===== config.mk =====
export PLATFORM = sky130hd
export DESIGN_NAME = instr_fetch_unit
export DESIGN_NICKNAME = d
export VERILOG_FILES = /design/src/rtl/instr_fetch_unit.sv
export SDC_FILE = /design/constraint.sdc
export NUM_CORES = 1
export LEC_CHECK = 0
export CAP_MARGIN = 20
export CELL_PAD_IN_SITES_DETAIL_PLACEMENT = 1
export CELL_PAD_IN_SITES_GLOBAL_PLACEMENT = 2
export CORE_MARGIN = 2
export CORE_UTILIZATION = 23
export CTS_CLUSTER_SIZE = 24
export DETAILED_ROUTE_END_ITERATION = 10
export DONT_BUFFER_PORTS = 1
export PLACE_DENSITY_LB_ADDON = 0.1
export SLEW_MARGIN = 0
export SYNTH_ARGS = -nofsm -noshare
export SYNTH_HDL_FRONTEND = slang
export SYNTH_SLANG_ARGS = --single-unit

===== constraint.sdc =====
create_clock -name clk -period 4.3 [get_ports clk]
set_input_delay 0.43 -clock clk [delete_from_list [all_inputs] [get_ports clk]]
set_output_delay 0.43 -clock clk [all_outputs]
set_load 0.02 [all_outputs]

===== src/rtl/instr_fetch_unit.sv =====
// instr_fetch_unit: fetch stage feeding the instruction decoder.
// Holds the PC and issues word reads to a synchronous instruction memory
// with one cycle of read latency. Returned words go into a prefetch queue,
// and the queue head is presented to decode over a valid/ready handshake.
// Execute-stage redirects flush the queue and squash the outstanding read.
// Optional feature macro: FETCH_JUMP_PREDECODE_EN. When it is defined, J
// and JAL words are spotted as they return from memory, and fetch steers to
// the jump target without waiting for execute.
module instr_fetch_unit #(
  parameter logic [31:0] RESET_PC    = 32'h0000_0000,
  parameter int          QUEUE_DEPTH = 4
) (
  input  logic        clk,
  input  logic        rst,
  output logic        imem_req,
  output logic [31:0] imem_addr,
  input  logic [31:0] imem_rdata,
  input  logic        redirect_valid,
  input  logic [31:0] redirect_pc,
  output logic        instr_valid,
  output logic [31:0] instr,
  output logic [31:0] instr_pc,
  input  logic        instr_ready
);

  localparam int PTR_W = $clog2(QUEUE_DEPTH);
  localparam int CNT_W = PTR_W + 1;

  typedef struct packed {
    logic [31:0] word;
    logic [31:0] pc;
  } entry_t;

  // Architectural state
  logic [31:0]      r_pc;
  logic             r_inflight;
  logic [31:0]      r_inflight_pc;
  logic [PTR_W-1:0] r_head;
  logic [PTR_W-1:0] r_tail;
  logic [CNT_W-1:0] r_count;
  entry_t           r_mem [QUEUE_DEPTH];

  // Control wires
  logic             w_push;
  logic             w_pop;
  logic             w_room;
  logic             w_jump;
  logic [31:0]      w_jump_pc;
  logic [31:0]      w_redirect_pc;
  logic [CNT_W-1:0] w_occupancy;

  // The returning word is valid only when a read was issued last cycle.
  // A redirect in this cycle squashes that word together with the queue.
  assign w_push = r_inflight & ~redirect_valid;
  assign w_pop  = instr_valid & instr_ready;

  // Slots already promised to an outstanding read count as used. A pop in
  // the same cycle does not free a slot, which keeps the gating off the
  // decode ready path.
  assign w_occupancy = r_count + {{PTR_W{1'b0}}, r_inflight};
  assign w_room      = w_occupancy < CNT_W'(QUEUE_DEPTH);

  // The two low target bits are dropped, because instructions are word aligned.
  assign w_redirect_pc = redirect_pc & 32'hFFFF_FFFC;

`ifdef FETCH_JUMP_PREDECODE_EN
  // J (6'h02) and JAL (6'h03) are pseudo-direct. The upper four bits come
  // from the address of the slot after the jump.
  assign w_jump    = w_push & ((imem_rdata[31:26] == 6'h02) | (imem_rdata[31:26] == 6'h03));
  assign w_jump_pc = ((r_inflight_pc + 32'd4) & 32'hF000_0000)
                   | {4'b0000, imem_rdata[25:0], 2'b00};
`else
  assign w_jump    = 1'b0;
  assign w_jump_pc = 32'h0000_0000;
`endif

  assign imem_req  = ~rst & ~redirect_valid & ~w_jump & w_room;
  assign imem_addr = r_pc;

  // The head outputs are masked while the queue is empty. Stale storage is never shown.
  assign instr_valid = (r_count != '0);
  assign instr       = instr_valid ? r_mem[r_head].word : 32'h0000_0000;
  assign instr_pc    = instr_valid ? r_mem[r_head].pc   : 32'h0000_0000;

  // PC, in-flight tracking and queue bookkeeping, with reset > redirect > jump > sequential.
  always_ff @(posedge clk) begin
    // NOTE: state registers use non-blocking assignment so every update
    // in this block sees pre-edge values. The order of the statements does not matter.
    if (rst) begin
      r_pc          <= {RESET_PC[31:2], 2'b00};
      r_inflight    <= 1'b0;
      r_inflight_pc <= 32'h0000_0000;
      r_head        <= '0;
      r_tail        <= '0;
      r_count       <= '0;
    end else begin
      r_inflight <= imem_req;
      if (imem_req) begin
        r_inflight_pc <= r_pc;
      end

      if (redirect_valid) begin
        r_pc <= w_redirect_pc;
      end else if (w_jump) begin
        r_pc <= w_jump_pc;
      end else if (imem_req) begin
        r_pc <= r_pc + 32'd4;
      end

      if (redirect_valid) begin
        r_head  <= '0;
        r_tail  <= '0;
        r_count <= '0;
      end else begin
        if (w_push) begin
          r_tail <= r_tail + 1'b1;
        end
        if (w_pop) begin
          r_head <= r_head + 1'b1;
        end
        case ({w_push, w_pop})
          2'b10:   r_count <= r_count + 1'b1;
          2'b01:   r_count <= r_count - 1'b1;
          default: r_count <= r_count;
        endcase
      end
    end
  end

  // Queue storage write port. The tail slot receives the returning word and its address.
  always_ff @(posedge clk) begin
    // NOTE: queue storage is deliberately not reset. Validity is carried
    // entirely by r_count, so clearing the array would only add reset fan-out.
    if (!rst && w_push) begin
      r_mem[r_tail] <= '{word: imem_rdata, pc: r_inflight_pc};
    end
  end

endmodule


==> impl_metrics.toml, run 1 <==
[timing]
skew_ns = 0.0125
hold_viol = 0
report.final.slew_viol_count = 0
relSlewSlack_pct = 38.6
setup_viol = 0
fmax_mhz = 315
timing.setup.tns_ns = 0
hold_ws_ns = 0.0465
layout_min_cycle_time_ns = 3.18
min_period_over_period_pct = 73.9
worstMarginPinSlew_ns = 0.921
grt_setup_unrepaired = "false"

[synthesis]
yosysMostFrequentCell = "edfxtp_1"
ys_ff_latch = 318
ys_warn_count = 0
synth.distinct_cells = 56
synthAdderAreaFrac_pct = 0.750
synth_area_leaders = "edfxtp_1 59%, dfxtp_1 11%, mux4_2 11%"
ys_top_cells_by_count = "248 x edfxtp_1, 79 x nand2_1, 70 x dfxtp_1"
avgSynthCellArea_um2 = 15.9
synthCells = 796
synth_mux_area_share_pct = 11.2
synth_top_family_by_area = "multiplexers"
synth_top_area_share_pct = 58.7
netlist.top_cell.by_area = "edfxtp_1"
ys_seq_area_share_pct = 69.8
ys_async_sr_fraction_pct = 0
synth.cell_area_um2 = 12700
synth_enable_flop_cells = 248
synth_compound_area_share_pct = 4.17
synth_flop_cell = "edfxtp_1"
synthXorXnorAreaFrac_pct = 2.21
synth-simple-area-share_pct = 9.76

[hold_path]
hold_path_end = "imem_addr[2]"
hp-start = "redirect_valid"
hold_path_class = "in2reg"
hold_depth = 2

[pwr]
ir_worst_vdd_v = 0.000214
p_per_area_nw_per_um2 = 454
leakage_uw = 0.00487

[final_layout]
drive_above_1_share_pct = 18.6
design_area_um2 = 15300
final-seq-area_um2 = 8860
multi_input_area_um2 = 3600
n_fill_cell = 5667
utilization_pct = 27.9
nets = 912
syn_to_final_growth_pct = 20.3

[global_routing]
antenna_found_initial = 4
grt_pass1_wl_um = 52400
grt_pass1_vias = 7807
grt.total_usage_pct = 12.4
grt_max_degree = 64
overflow = 0

[worst_setup_path]
path_cells = "and3_4 -> xnor2_2 -> nand2_2 -> inv_1 -> buf_4"
crit_required_ns = 3.87
max_stage_delay_ns = 0.55
end_kind = "output port"
cpMaxStageDelayCell = "xnor2_2"
r2r_cells = 5
r2r_slack_ns = 1.67
cp.arrival_ns = 2.75
critPathKind = "reg2out"
worst-path-max-fanout = 25
reg2reg_to = "imem_addr[8]"
critical_path.top_delay_family = "simple AND/OR/NAND/NOR gates"
startpoint_type = "flop"
path_buf_inv = 2
r2r_start = "r_inflight"

[clock_network]
cts_tree = "yes"
htreeDepth = 2
cts.path.max_buffers = 3
clock_latency_ns = 0.54
ctsResizeCount = 0
clock-sinks = 318
cts-root-buf = "clkbuf_16"
cts.clk_slew.worst_paths_ns = 0.05
cts_buffers = 39

[detailed_routing]
wl_per_cell_um = 22.0
dr_total_vias = 6886
drcViolationCount = 0
drtPass1Iterations = 4
drtIter0Drc = 301
vias_per_cell = 4.38
wl_um = 34500
antenna_left = 0

[placement]
portBuffers = 0
dp_hpwl_um = 21400
place_area_um2 = 13600
gp_congestion = 0.716

[die]
die_w_um = 239
row_count = 86
io-pin-count = 166
start_util_pct = 23.2
dieHeight_um = 239
floorplan.die_area_um2 = 57000
core_area_um2 = 54800

[job]
drv_cap = 0

[status]
status = "complete, no violations"
-- through the flow --
stage                     worst slack [ns]  instances  power [uW]
after floorplan                       1.55        799        3600
after global placement                1.58       1460        3660
after detailed placement              1.57       1464        3660
after CTS                            0.960       1569        7060
after global routing                 0.810       1571        7190
final                                 1.12       1573        6930
-- kinds of logic after synthesis --
logic type / Yosys count
flops: 318
simple gates: 228
compound gates: 85
mux: 64
buf+inv: 64
xor+xnor: 29
fa+ha+maj: 7
other cells: 1
-- area by class of cell --
type                    instances  area share, %
flip-flops and latches        318           58.0
multi-input cells             417           23.6
clock buffers                  49           7.12
well taps                     704           5.77
repair buffers                 46           3.69
clock inverters                21           1.38
inverters                      15          0.369
diodes                          3         0.0492
-- worst max-delay path by stage --
stage / startpoint / to / slack [ns] / cells after the start
floorplan: rst / r_mem[0][10] / 1.55 / 3
global placement: r_inflight / imem_req / 1.58 / 5
detailed placement: r_inflight / imem_req / 1.57 / 5
CTS: r_inflight / imem_req / 0.96 / 5
global route: r_inflight / imem_req / 0.81 / 5
finish: r_inflight / imem_req / 1.12 / 5
-- metal layers --
metal	vias up	track usage, %	routed length [um]
met1	3542	15.3	14800
met5	-	0	13
met4	2	3.33	658
met2	166	21.0	16700
li1	3122	-	-
met3	54	4.03	2300
-- timing repair --
| action | CTS | global route |
|---|---|---|
| setup buffers | 0 | 0 |
| endpoints found under the hold margin | 184 | 0 |
| hold buffers | 35 | 0 |
-- registers in the layout, summed over array words and instances (netlist names), named ones only --
register       cells
r_tail             2
r_inflight_pc     30
imem_addr         30
r_mem            248
r_count            3
r_inflight         1
r_head             2
-- power by group --
group / switching (uW) / leakage, uW / total [uW] / internal, uW
Sequential: 94.5 / 0.00300 / 3440 / 3340
Clock: 1260 / 0.000633 / 3290 / 2020
Combinational: 126 / 0.00124 / 207 / 81.0
-- worst register-to-register path: stages, from the launching register on --
cell and delay (ns):
dfxtp_1 0.40, and3_4 0.26, xnor2_2 0.55, nand2_2 0.52, or4_1 0.63, a31oi_1 0.19
-- cells in the final DEF, fill, tap and decap left out, drive strengths merged, types with 2 or more instances in the layout --
cell type,count
edfxtp,248
nand2,79
dfxtp,70
and2,69
mux4,62
clkbuf,49
a21oi,43
dlygate4sd3,34
nor2,26
xor2,16
clkinv,15
inv,14
nand3,13
xnor2,13
nand4,13
buf,12
a211oi,11
and3,9
o22ai,8
a31oi,7
ha,6
nor4,6
o21ai,4
conb,4
bufinv,4
nor3,4
diode,3
clkinvlp,3
or4,3
o311ai,3
or3,3
and4,2
o31a,2
No activity file was read; power rests on OpenSTA's default activity.
==> run 2, diff against run 1 <==
==> constraint.sdc (replaced) <==
create_clock -name clk -period 3.1 [get_ports clk]
set_input_delay 0.31 -clock clk [delete_from_list [all_inputs] [get_ports clk]]
set_output_delay 0.31 -clock clk [all_outputs]
set_load 0.02 [all_outputs]
==> run 2 against run 1 <==
Compared with the run above:
- hold slack better by 0.0055 ns
- utilization up 0.39 points
- critical path depth is the same
- routed wire length up 0.41%
- combinational power grew 71%
- clock skew rose by 0.0065 ns
- flip-flop and latch count unchanged
==> impl_metrics.toml, run 2 (same netlist as run 1, synthesis figures left out) <==
[final_layout]
syn_to_final_growth_pct = 22.0
n_fill_cell = 5782
utilization_pct = 28.2
final_common_cell = "edfxtp_1"
drive_above_1_share_pct = 19.3
top_register = "r_mem"
final_cell_mix = "248 x edfxtp_1, 78 x nand2_1, 69 x and2_1"
nets = 953
largest_reg_flops = 248

[status]
status = "complete, no violations"

[die]
row_count = 86
die_w_um = 239
core_area_um2 = 54800
floorplan.die_area_um2 = 57000
dieHeight_um = 239
start_util_pct = 23.2
io-pin-count = 166

[detailed_routing]
antenna_left = 0
drtPass1Iterations = 4
wl_um = 34700
drcViolationCount = 0
vias_per_cell = 4.38
wl_per_cell_um = 21.5
dr_total_vias = 7066
drtIter0Drc = 313

[pwr]
ir_worst_vdd_v = 0.000326
leakage_uw = 0.00501
p_per_area_nw_per_um2 = 607

[timing]
layout_min_cycle_time_ns = 2.83
hold_viol = 0
fmax_mhz = 353
report.final.slew_viol_count = 0
skew_ns = 0.0190
relSlewSlack_pct = 50.2
setup_viol = 0
timing.setup.tns_ns = 0
worstMarginPinSlew_ns = 0.741
grt_setup_unrepaired = "false"
min_period_over_period_pct = 91.4
fin_ws_ns = 0.267

[placement]
gp_congestion = 0.703
portBuffers = 0
dp_hpwl_um = 22400
pre_cts_ws_ns = 0.409

[clock_network]
postCtsSetupRepairBufs = 0
clock_latency_ns = 0.55
clock-sinks = 318
cts.path.max_buffers = 3
cts.clk_slew.worst_paths_ns = 0.06
cts-root-buf = "clkbuf_16"
cts_tree = "yes"
cts_buffers = 38
htreeDepth = 2

[worst_setup_path]
worst-path-max-fanout = 33
cp.arrival_ns = 2.52
end_kind = "output port"
crit_required_ns = 2.79
startpoint_type = "flop"
critPathKind = "reg2out"

[global_routing]
grt.total_usage_pct = 12.5
grt_max_degree = 64
grt_pass1_wl_um = 52500
antenna_found_initial = 3
overflow = 0
grt_pass1_vias = 7999

[job]
drv_cap = 0

[hold_path]
hold_path_class = "in2reg"
-- run 2: cell types whose count changed in the layout (fill, tap and decap cells not counted), sizes merged --
cell / before / now
inv: 14 / 16
bufinv: 4 / 3
buf: 12 / 32
clkinvlp: 3 / 1
clkinv: 15 / 16
dlygate4sd3: 34 / 56
diode: 3 / 2
-- run 2: where the power goes --
group | total, uW | switching, uW | internal [uW]
Combinational | 355 | 215 | 140
Clock | 4310 | 1750 | 2560
Sequential | 4730 | 99.4 | 4630
-- run 2: path summary, 6_finish.rpt --
kind,start,endpoint,slack [ns],depth (start not counted)
setup / recovery,r_inflight,imem_req,0.27,5
hold / removal,rst,imem_addr[15],0.05,2
setup reg to reg,imem_addr[13],imem_addr[19],0.48,6
hold reg to reg,r_inflight_pc[24],r_mem[3][24],0.49,0
-- run 2: per-layer routing --
layer / global-route usage (%) / up-vias / part of all wire [%] / wire (um)
li1: - / 3199 / - / -
met1: 15.9 / 3617 / 44 / 15300
met5: 0 / - / 0 / 0
met4: 4.36 / 0 / 2.8 / 972
met2: 20.5 / 194 / 47 / 16300
met3: 3.23 / 56 / 6.1 / 2110
-- run 2: final cells by class --
class | instances | area (um^2) | area share (%)
Sequential cell | 318 | 8860 | 57.2
Multi-Input combinational cell | 417 | 3610 | 23.3
Clock buffer | 49 | 1010 | 6.54
Tap cell | 704 | 881 | 5.69
Timing Repair Buffer | 88 | 858 | 5.55
Clock inverter | 21 | 193 | 1.25
Inverter | 15 | 56.3 | 0.364
Antenna cell | 2 | 5.00 | 0.0323
-- run 2: worst max-delay path, stage by stage, from the launching register on --
cell	delay, ns
dfxtp_1	0.40
and3_4	0.27
xnor2_4	0.41
nand2_2	0.34
inv_1	0.13
buf_4	0.40
-- run 2: timing repair --
item / 4_1_cts / 5_1_grt
hold buffers: 57 / 0
resized for setup: 1 / 0
hold endpoints to repair: 188 / 0
endpoints found under the setup margin: 1 / 0
-- run 2: stage by stage --
step	cell area, um^2	std cells	total power [uW]	hold WS (ns)
after floorplan	12700	799	4990	0.409
after global placement	13700	1485	5090	0.386
after detailed placement	13700	1485	5090	0.384
after CTS	15500	1612	9590	0.000159
after global routing	15500	1614	9770	0.0127
final	15500	1614	9400	0.0520
